File: src/rtl/bcd_gray_stream.sv
// Registered stream converter between packed BCD digits and per-digit 4-bit Gray code.
// Flags digits outside 0..9 and keeps a saturating count of flagged words.
module bcd_gray_stream #(
  parameter int unsigned DIGITS = 4,
  parameter int unsigned CNT_W  = 8
) (
  input  logic                  clk,
  input  logic                  rst_n,
  input  logic                  in_valid,
  output logic                  in_ready,
  input  logic                  in_mode,
  input  logic [4*DIGITS-1:0]   in_data,
  output logic                  out_valid,
  input  logic                  out_ready,
  output logic [4*DIGITS-1:0]   out_data,
  output logic [DIGITS-1:0]     out_err,
  output logic [CNT_W-1:0]      err_cnt,
  input  logic                  cnt_clr
);

  logic                out_valid_q, out_valid_d;
  logic [4*DIGITS-1:0] out_data_q, out_data_d;
  logic [DIGITS-1:0]   out_err_q, out_err_d;
  logic [CNT_W-1:0]    err_cnt_q, err_cnt_d;

  logic [4*DIGITS-1:0] conv_data;
  logic [DIGITS-1:0]   conv_err;
  logic                accept;

  function automatic logic [3:0] bcd_to_gray(input logic [3:0] d);
    return d ^ (d >> 1);
  endfunction

  function automatic logic [3:0] gray_to_bcd(input logic [3:0] g);
    logic [3:0] b;
    b[3] = g[3];
    b[2] = b[3] ^ g[2];
    b[1] = b[2] ^ g[1];
    b[0] = b[1] ^ g[0];
    return b;
  endfunction

  // Range check is on the BCD side of the conversion in both modes.
  always_comb begin
    conv_data = '0;
    conv_err  = '0;
    for (int i = 0; i < int'(DIGITS); i++) begin
      if (in_mode) begin
        conv_data[4*i +: 4] = gray_to_bcd(in_data[4*i +: 4]);
        conv_err[i]         = (gray_to_bcd(in_data[4*i +: 4]) > 4'd9);
      end else begin
        conv_data[4*i +: 4] = bcd_to_gray(in_data[4*i +: 4]);
        conv_err[i]         = (in_data[4*i +: 4] > 4'd9);
      end
    end
  end

  assign in_ready = !out_valid_q || out_ready;
  assign accept   = in_valid && in_ready;

  always_comb begin
    out_valid_d = out_valid_q;
    out_data_d  = out_data_q;
    out_err_d   = out_err_q;
    err_cnt_d   = err_cnt_q;

    if (accept) begin
      out_valid_d = 1'b1;
      out_data_d  = conv_data;
      out_err_d   = conv_err;
    end else if (out_ready) begin
      out_valid_d = 1'b0;
    end

    // Clear has priority over a same-cycle increment; the count never wraps.
    if (cnt_clr) begin
      err_cnt_d = '0;
    end else if (accept && (|conv_err) && (err_cnt_q != {CNT_W{1'b1}})) begin
      err_cnt_d = err_cnt_q + CNT_W'(1);
    end
  end

  always_ff @(posedge clk or negedge rst_n) begin
    if (!rst_n) begin
      out_valid_q <= 1'b0;
      out_data_q  <= '0;
      out_err_q   <= '0;
      err_cnt_q   <= '0;
    end else begin
      out_valid_q <= out_valid_d;
      out_data_q  <= out_data_d;
      out_err_q   <= out_err_d;
      err_cnt_q   <= err_cnt_d;
    end
  end

  assign out_valid = out_valid_q;
  assign out_data  = out_data_q;
  assign out_err   = out_err_q;
  assign err_cnt   = err_cnt_q;

endmodule

File: config.mk
export PLATFORM = sky130hd
export DESIGN_NAME = bcd_gray_stream
export DESIGN_NICKNAME = d
export VERILOG_FILES = /design/src/rtl/bcd_gray_stream.sv
export SDC_FILE = /design/constraint.sdc
export NUM_CORES = 1
export LEC_CHECK = 0
export BUFFER_PORTS_ARGS = -buffer_cell sky130_fd_sc_hd__buf_2
export CORE_ASPECT_RATIO = 0.8
export CORE_MARGIN = 3
export CORE_UTILIZATION = 50
export CTS_CLUSTER_DIAMETER = 50
export DETAILED_ROUTE_END_ITERATION = 8
export GPL_TIMING_DRIVEN = 0
export PLACE_DENSITY_LB_ADDON = 0.08
export SETUP_SLACK_MARGIN = 0.05
export SYNTH_ARGS = -nofsm -noshare
export SYNTH_HDL_FRONTEND = slang
export SYNTH_SLANG_ARGS = --single-unit
File: constraint.sdc
create_clock -name clk -period 5.6 [get_ports clk]
set_input_delay 1.4 -clock clk [delete_from_list [all_inputs] [get_ports clk]]
set_output_delay 1.4 -clock clk [all_outputs]
set_load 0.01 [all_outputs]
==> results of run 1 <==
-- stage by stage --
stage / util [%] / cells / hold WS (ns)
4_1_cts: 64.3 / 291 / 0.484
3_5_place_dp: 62.0 / 283 / 0.469
5_1_grt: 64.3 / 291 / 0.500
6_report: 64.3 / 291 / 0.479
3_3_place_gp: 62.0 / 283 / 0.459
2_1_floorplan: - / 191 / 0.516
-- sequential cells by signal (all words and copies together), names as in the netlist --
register	flops
out_valid	1
err_cnt	8
out_data	16
out_err	4
-- where the power goes --
part,internal (W),switching [W]
clock network,0.0000858,0.0000781
logic,0.0000641,0.0000807
registers,0.000237,0.0000155
total,0.000387,0.000174
-- logic make-up after synthesis --
family                     after synthesis
xor gates and xnor gates                 9
and+or+nand+nor                         40
buffers and inverters                   27
adders and majority gates               27
DFF                                     29
AOI/OAI and AO/OA                       46
muxes                                   13
-- layout make-up --
| type | instances | area, um2 |
|---|---|---|
| Timing Repair Buffer | 50 | 250 |
| Multi-Input combinational cell | 135 | 1020 |
| Sequential cell | 29 | 726 |
| Clock buffer | 6 | 72.6 |
| Inverter | 20 | 75.1 |
| Buffer | 7 | 41.3 |
| Fill cell | 316 | 1250 |
| Clock inverter | 2 | 10.0 |
| Tap cell | 42 | 52.6 |
-- cell usage after synthesis (3+ instances only) --
cell / count
xor2_1: 5
xnor2_1: 4
o21ai_0: 20
mux2_2: 8
a21oi_1: 7
dfrtp_1: 29
a21oi_2: 4
mux2i_1: 5
o21ai_1: 8
inv_1: 20
nand2_1: 24
clkbuf_1: 4
or3_1: 4
a32o_1: 3
nand3_1: 3
ha_1: 27
-- worst paths after layout --
| path | from | to | slack [ns] |
|---|---|---|---|
| setup / recovery | in_data[2] | err_cnt[1] | 2.08 |
| hold / removal | out_data[13] | out_data[13] | 0.48 |
| setup reg to reg | err_cnt[0] | err_cnt[5] | 3.61 |
| hold reg to reg | out_data[13] | out_data[13] | 0.48 |
| max in group asynchronous | rst_n | out_data[3] | 4.04 |
| min in group asynchronous | rst_n | out_data[10] | 1.14 |
-- routing by layer --
layer | GRT usage (%) | wire [um] | share of wire (%) | vias to the layer above
met1 | 26.7 | 1940 | 51 | 676
li1 | - | - | - | 771
met4 | 8.38 | 65 | 1.7 | 0
met2 | 25.6 | 1580 | 41 | 42
met5 | 0 | 0 | 0 | -
met3 | 4.80 | 245 | 6.4 | 8
-- critical path, cell delays in order --
cell	delay [ns]
buf_2	0.11
inv_1	0.06
ha_1	0.33
xor2_1	0.21
ha_1	0.17
inv_1	0.03
a21oi_1	0.15
o21ai_1	0.13
o41ai_2	0.60
buf_6	0.22
mux2i_1	0.18
nor2_1	0.05
==> impl_metrics.csv, run 1 <==
group,metric,value,unit
placed_design,dp_hpwl,2.97,mm
floorplanning,ios,52,
pwr,p_leak,1.17,nW
yosys,synth-simple-area-share,10.0,%
worst_hold_path,holdPathStages,2,
final_layout,layout_commonest_cell,"buf_2",
yosys,synth_warnings,0,
final_layout,mostFrequentLayoutCells,"buf_2, dfrtp_1, ha_1, nand2_1",
yosys,synth_compound_area_share,14.9,%
yosys,netlist_area,0.00186,mm2
worst_setup_path,critPathArrivalTime,3.67,ns
final_layout,fin_area,0.00225,mm2
worst_setup_path,critPathKind,"in2reg",
yosys,yosys_most_used_dff,"dfrtp_1",
yosys,netlist-cell-type-count,27,
floorplanning,placementRows,19,
worst_hold_path,hp-class,"reg2reg",
routing,antenna_left,0,
yosys,yosys-top-cells-area,"dfrtp_1, ha_1, o21ai_0",
yosys,yosys_register_bits,29,
yosys,synth_cells,191,
pwr,irDropWorstVdd,0.000187,V
floorplanning,dieArea,0.00450,mm2
yosys,syn_avg_cell_area,9.75,um2
clocking,insertion_delay,0.28,ns
placed_design,port_buffers,50,
clocking,cts_buffers,5,
run,drv_cap,0,
clocking,clock-root-buffer,"clkbuf_8",
yosys,synth_xor_area_share,4.23,%
yosys,yosys-mux-area-fraction,7.52,%
worst_setup_path,startpoint_type,"primary input",
global_routing,track_usage,18.4,%
floorplanning,start_util,53.3,%
routing,viasPerCell,5.14,
worst_setup_path,required,5.75,ns
routing,vias,1497,
final_layout,area_growth,20.7,%
placed_design,placed_cell_area,0.00217,mm2
global_routing,grt_pass1_wl,6.08,mm
global_routing,grt_pass1_vias,1305,
floorplanning,coreArea,0.00349,mm2
sta,fmax,284,MHz
placed_design,place.gp.congestion,0.815,
sta,slew_violations,0,
sta,post-route-period-util,62.9,%
clocking,hold_buffers,0,
global_routing,grt_max_degree,30,
sta,max_slew_margin,57.1,%
yosys,yosysTopAreaCell,"dfrtp_1",
global_routing,grt_antenna_before_repair,0,
worst_setup_path,cp_max_fo,10,
global_routing,grt_remaining_overflow,0,
routing,first_iter_violations,41,
sta,worstMarginPinSlew,0.643,ns
floorplanning,die_w,74.2,um
placed_design,place_ws,1.80,ns
sta,min_period,3.52,ns
routing,dr.pass1.iters,4,
sta,setup_ws,2.08,ns
clocking,cts_resized,0,
final_layout,drive_above_1_share,29.3,%
sta,final_hold_viol_count,0,
pwr,p_total,0.000561,W
clocking,cts_tree,"done",
sta,finClkSkew,0.00183,ns
yosys,synth_edf_count,0,
sta,setup_tns,0,ns
yosys,synth_seq_area_share,39.0,%
outcome,status,"complete, no violations",
clocking,cts_setup_buffers,0,
floorplanning,die-height,60.6,um
final_layout,diodes,0,
yosys,syn_nets,240,
clocking,cts.reportedPaths.clkPinSlew,0.06,ns
routing,drc,0,
worst_setup_path,end_kind,"flop",
final_layout,fin_nets,297,
routing,post_drt_wl_per_cell,13.2,um
yosys,synth_adder_area_share,18.1,%
sta,rsz0062_at_grt,"false",
pwr,cellPowerDensity,250,mW/mm2
sta,setup_viol,0,
clocking,htree_levels,2,
yosys,synth_top_area_share,39.0,%
clocking,clock-sinks,29,
yosys,synth_top_family_by_area,"adder cells",
worst_setup_path,r2r_cells,6,
clocking,clockBufferDepth,2,
yosys,ys_async_sr_fraction,100,%
routing,drt-total-wl,3.83,mm
Power figures use the tool's default switching activity.
==> run 2, diff against run 1 <==
- ABC_AREA: default -> 1
- CORE_UTILIZATION: 50 -> 48
- clock period: 5.6 -> 3.09 ns (I/O delays scaled with it)
==> impl_metrics.csv, run 2 <==
group,metric,value,unit
sta,min_period,2.31,ns
clocking,cts_resized,0,
yosys,yosys-top-cells-area,"dfrtp_1, ha_1, nand2_1",
worst_setup_path,startpoint_type,"primary input",
worst_setup_path,r2r_start,"err_cnt[1]",
clocking,cts_setup_buffers,0,
final_layout,fillers,375,
worst_setup_path,end_kind,"flop",
clocking,hold_buffers,0,
global_routing,grt_pass1_vias,1778,
yosys,yosysMostFrequentCell,"nand2_1",
global_routing,grt_antenna_before_repair,0,
sta,max_slew_margin,56.3,%
floorplanning,die_w,80.1,um
placed_design,place_ws,0.508,ns
worst_setup_path,r2r_cells,7,
outcome,status,"complete, no violations",
floorplanning,start_util,52.6,%
global_routing,grt_max_degree,30,
worst_setup_path,cp_max_fo,9,
sta,timing.hold.ws,0.483,ns
worst_hold_path,holdPathStages,2,
floorplanning,placementRows,20,
clocking,clock-sinks,29,
yosys,yosys_most_used_dff,"dfrtp_1",
final_layout,multi_input_area,0.00116,mm2
routing,vias,1842,
final_layout,drive_above_1_share,25.9,%
worst_setup_path,rr_endpoint,"err_cnt[5]",
routing,drt-total-wl,4.75,mm
sta,post-route-period-util,74.8,%
yosys,yosys_register_bits,29,
worst_setup_path,timing.reg2reg.setup_slack,1.64,ns
yosys,yosys-top-cells-count,"nand2_1, inv_1, dfrtp_1",
sta,setup_tns,0,ns
clocking,insertion_delay,0.28,ns
worst_hold_path,hp-class,"reg2reg",
floorplanning,die-height,65.3,um
run,drv_cap,0,
sta,rsz0062_at_grt,"false",
worst_setup_path,critPathKind,"in2reg",
placed_design,placed_cell_area,0.00243,mm2
sta,setup_ws,0.779,ns
sta,fmax,433,MHz
routing,drc,0,
pwr,cellPowerDensity,426,mW/mm2
final_layout,fin_util,62.7,%
clocking,clockBufferDepth,2,
pwr,p_leak,1.46,nW
yosys,netlist-cell-type-count,28,
worst_setup_path,required,3.31,ns
floorplanning,coreArea,0.00400,mm2
placed_design,dp_hpwl,3.63,mm
sta,worstMarginPinSlew,0.655,ns
yosys,synth_warnings,0,
yosys,synth_seq_area_share,34.4,%
placed_design,place.gp.congestion,0.866,
global_routing,track_usage,20.5,%
final_layout,fin_nets,373,
final_layout,largest_register_ffs,16,
yosys,synth_edf_count,0,
floorplanning,dieArea,0.00523,mm2
final_layout,area_growth,19.2,%
yosys,syn_nets,316,
worst_hold_path,min_from,"out_data[15]",
yosys,synth_top_area_share,34.4,%
final_layout,register_area,726,um2
clocking,htree_levels,2,
yosys,yosysTopAreaCell,"dfrtp_1",
final_layout,mostFrequentLayoutCells,"nand2_1, buf_2, inv_1, dfrtp_1, ha_1",
clocking,cts_tree,"done",
final_layout,layout_commonest_cell,"nand2_1",
placed_design,port_buffers,50,
floorplanning,ios,52,
yosys,ys_async_sr_fraction,100,%
final_layout,diodes,0,
routing,post_drt_wl_per_cell,12.5,um
routing,antenna_left,0,
yosys,netlist_area,0.00211,mm2
pwr,irDropWorstVdd,0.000281,V
sta,final_hold_viol_count,0,
clocking,cts_buffers,5,
yosys,synth_cells,267,
yosys,syn_avg_cell_area,7.89,um2
routing,viasPerCell,4.86,
clocking,clock-root-buffer,"clkbuf_8",
routing,first_iter_violations,108,
sta,setup_viol,0,
final_layout,fin_area,0.00251,mm2
global_routing,grt_remaining_overflow,0,
sta,finClkSkew,0.00279,ns
clocking,cts.reportedPaths.clkPinSlew,0.06,ns
global_routing,grt_pass1_wl,8.26,mm
worst_hold_path,hold_end,"out_data[15]",
routing,dr.pass1.iters,4,
worst_setup_path,critPathArrivalTime,2.53,ns
sta,slew_violations,0,
run 2: changes by cell type in the layout (fill, tap and decap cells not counted), sizes merged, moves of 4 or more:
| cell | previous run | this run |
|---|---|---|
| a31oi | 1 | 8 |
| inv | 20 | 42 |
| mux2 | 8 | 0 |
| mux2i | 5 | 0 |
| nand2 | 24 | 85 |
| nand3 | 3 | 12 |
| nand4 | 0 | 11 |
| nor2 | 2 | 20 |
| o21ai | 28 | 4 |
| o311ai | 0 | 4 |
| or3 | 4 | 0 |
run 2: cells by family after synthesis:
kind of cell	synth area share, %
AO/OA/AOI/OAI	8.31
buffers and inverters	10.3
adder cells (fa/ha/maj)	16.0
flip-flops	34.4
AND/OR/NAND/NOR	28.0
XOR/XNOR	2.91
run 2: power by group:
part	switching [W]	internal [W]
sequential	0.0000277	0.000428
clock	0.000140	0.000176
combinational	0.000181	0.000116
run 2: worst max-delay path by stage:
stage	from	endpoint	slack (ns)	cells after the start
floorplan	in_data[2]	err_cnt[3]	0.83	14
global placement	in_data[6]	err_cnt[5]	0.53	15
detailed placement	in_data[10]	err_cnt[5]	0.51	15
CTS	in_data[10]	err_cnt[2]	0.80	15
global route	in_data[2]	err_cnt[6]	0.62	15
finish	in_data[10]	err_cnt[5]	0.78	15
run 2: cell type report:
type,count,area share [%]
Multi-Input combinational cell,188,46.3
Sequential cell,29,28.9
Timing Repair Buffer,50,9.96
Inverter,42,6.57
Clock buffer,7,3.44
Tap cell,55,2.74
Buffer,8,2.09
run 2: per-layer routing:
| metal | vias up | wire length (um) | global-route usage [%] |
|---|---|---|---|
| li1 | 962 | - | - |
| met1 | 833 | 2330 | 29.2 |
| met2 | 42 | 2090 | 30.9 |
| met3 | 5 | 278 | 4.25 |
| met4 | 0 | 51 | 6.96 |
| met5 | - | 0 | 0 |
run 2: through the flow:
step           cells  power, W
6_report         379   0.00107
5_1_grt          379   0.00115
4_1_cts          379   0.00109
3_5_place_dp     372  0.000764
3_3_place_gp     372  0.000756
2_1_floorplan    267  0.000643
run 2: critical path: stages:
cell and delay (ns):
buf_2 0.11, inv_1 0.06, ha_1 0.32, xor2_1 0.26, ha_1 0.20, inv_1 0.04
nand2_1 0.05, nand2_1 0.04, nand2_1 0.07, nand2_1 0.06, nor2_2 0.15, nand2_4 0.14
nand2_8 0.12, nand3_1 0.07, nand2_1 0.06
==> run 3, diff against run 2 <==
- CORE_UTILIZATION: 48 -> 50
- clock period: 3.09 -> 2.2 ns (I/O delays scaled with it)
==> impl_metrics.csv, run 3 (synthesized netlist as in run 2, its figures left out) <==
group,metric,value,unit
worst_setup_path,critPathArrivalTime,2.28,ns
final_layout,diodes,0,
placed_design,port_buffers,50,
clocking,clockBufferDepth,2,
global_routing,track_usage,21.5,%
clocking,cts_buffers,5,
placed_design,placed_cells,372,
clocking,clock-root-buffer,"clkbuf_8",
worst_setup_path,critPathKind,"in2reg",
routing,viasPerCell,5.04,
final_layout,drive_above_1_share,29.1,%
clocking,htree_levels,2,
worst_setup_path,cpPeakStageDelay,0.29,ns
sta,post-route-period-util,93.7,%
floorplanning,dieArea,0.00503,mm2
worst_setup_path,r2r_cells,7,
sta,slew_violations,0,
floorplanning,placementRows,20,
clocking,insertion_delay,0.28,ns
final_layout,area_growth,23.9,%
clocking,cts_tree,"done",
outcome,status,"complete, no violations",
floorplanning,start_util,53.6,%
final_layout,final_cells,382,
pwr,p_total,0.00155,W
placed_design,dp_hpwl,3.70,mm
clocking,cts.reportedPaths.clkPinSlew,0.06,ns
worst_setup_path,required,2.42,ns
final_layout,layout_commonest_cell,"nand2_1",
final_layout,fin_util,66.5,%
pwr,irDropWorstVdd,0.000446,V
floorplanning,ios,52,
worst_setup_path,crit_family,"simple AND/OR/NAND/NOR gates",
sta,worstMarginPinSlew,0.659,ns
routing,vias,1926,
run,drv_cap,0,
worst_setup_path,cp_common_cell,"nand2_1",
worst_setup_path,path_depth,15,
routing,drt-total-wl,5.11,mm
final_layout,fin_nets,376,
final_layout,largest_register_ffs,16,
global_routing,grt_pass1_wl,8.42,mm
floorplanning,coreArea,0.00393,mm2
clocking,clock-sinks,29,
global_routing,grt_remaining_overflow,0,
worst_setup_path,cp_cell_sequence,"buf_2, inv_1, ha_4, xor2_2, ha_1, inv_1, nand2_1, nand2_1, nand2_2, nand2_2, nor2_4, nand2_4, nand2_8, nand3_1, nand2_1",
floorplanning,die_w,78.6,um
routing,drc,0,
worst_setup_path,startpoint_type,"primary input",
routing,post_drt_wl_per_cell,13.4,um
sta,finClkSkew,0.00230,ns
placed_design,place.gp.congestion,0.872,
pwr,p_leak,1.48,nW
sta,final_hold_viol_count,0,
clocking,hold_buffers,0,
pwr,cellPowerDensity,595,mW/mm2
global_routing,grt_pass1_vias,1889,
worst_hold_path,hp-class,"in2async",
sta,min_period,2.06,ns
global_routing,grt_max_degree,30,
routing,first_iter_violations,119,
worst_setup_path,crit_slowest_cell,"ha_4",
sta,fmax,485,MHz
routing,dr.pass1.iters,4,
worst_setup_path,end_kind,"flop",
floorplanning,die-height,64.1,um
sta,setup_viol,0,
routing,antenna_left,0,
worst_setup_path,cp_max_fo,8,
final_layout,mostFrequentLayoutCells,"nand2_1, buf_2, inv_1, dfrtp_1, ha_1",
worst_setup_path,critical_path_buf_inv_count,3,
global_routing,grt_antenna_before_repair,0,
sta,max_slew_margin,56.1,%
## run 3: cell types whose count changed in the layout (fill, tap and decap cells not counted), moves of 2 or more
cell / previous run / this run
nor2_4: 0 / 2
xor2_1: 6 / 2
xor2_2: 0 / 4
nor2_2: 3 / 1
ha_1: 27 / 24
ha_4: 0 / 3
buf_4: 0 / 2
## run 3: path summary, 6_finish.rpt
check                            startpoint      endpoint  slack [ns]
worst min register to register  out_data[9]   out_data[9]        0.48
worst min-delay path                  rst_n    out_err[1]        0.29
worst max register to register   err_cnt[0]    err_cnt[2]        0.75
worst max-delay path             in_data[2]    err_cnt[2]        0.14
max in group asynchronous             rst_n  out_data[15]        1.48
min in group clk                out_data[9]   out_data[9]        0.48
## run 3: area by class of cell
cell class / instances / area (um2)
buffer: 8 / 52.6
clock buffer: 7 / 86.3
fill: 352 / 1320
inverter: 42 / 165
multi-input combinational: 189 / 1250
sequential: 29 / 726
tap: 55 / 68.8
timing repair buffer: 52 / 265
## run 3: power by group
group / internal [W] / leakage [nW] / switching (W)
sequential: 0.000602 / 0.360 / 0.0000397
clock: 0.000248 / 0.0443 / 0.000207
combinational: 0.000183 / 1.07 / 0.000275
## run 3: worst register-to-register path: cells and delay by family, from the launching register on
family	cells	cell delay, ns
AOI/OAI and AO/OA	1	0.22
adders and majority gates	1	0.23
buffers and inverters	1	0.15
DFF	1	0.42
and+or+nand+nor	4	0.36
## run 3: repair_timing
action                     CTS  global route
setup endpoints to repair    0             8
setup buffers                0             2
gates resized for setup      0            10
## run 3: per-stage QoR
| step | setup slack [ns] | setup TNS (ns) | cell area [um2] | hold WS (ns) |
|---|---|---|---|---|
| final | 0.139 | 0 | 2610 | 0.294 |
| after global routing | -0.00555 | -0.00555 | 2610 | 0.332 |
| after CTS | 0.0789 | 0 | 2510 | 0.308 |
| after detailed placement | -0.208 | -1.56 | 2430 | 0.462 |
| after global placement | -0.132 | -0.993 | 2430 | 0.458 |
| after floorplan | 0.166 | 0 | 2110 | 0.254 |
## run 3: per-layer routing
layer,global-route usage (%),part of all wire (%)
met1,29.5,47
met2,32.9,44
met3,4.79,7.4
met4,8.08,1.6
met5,0,0
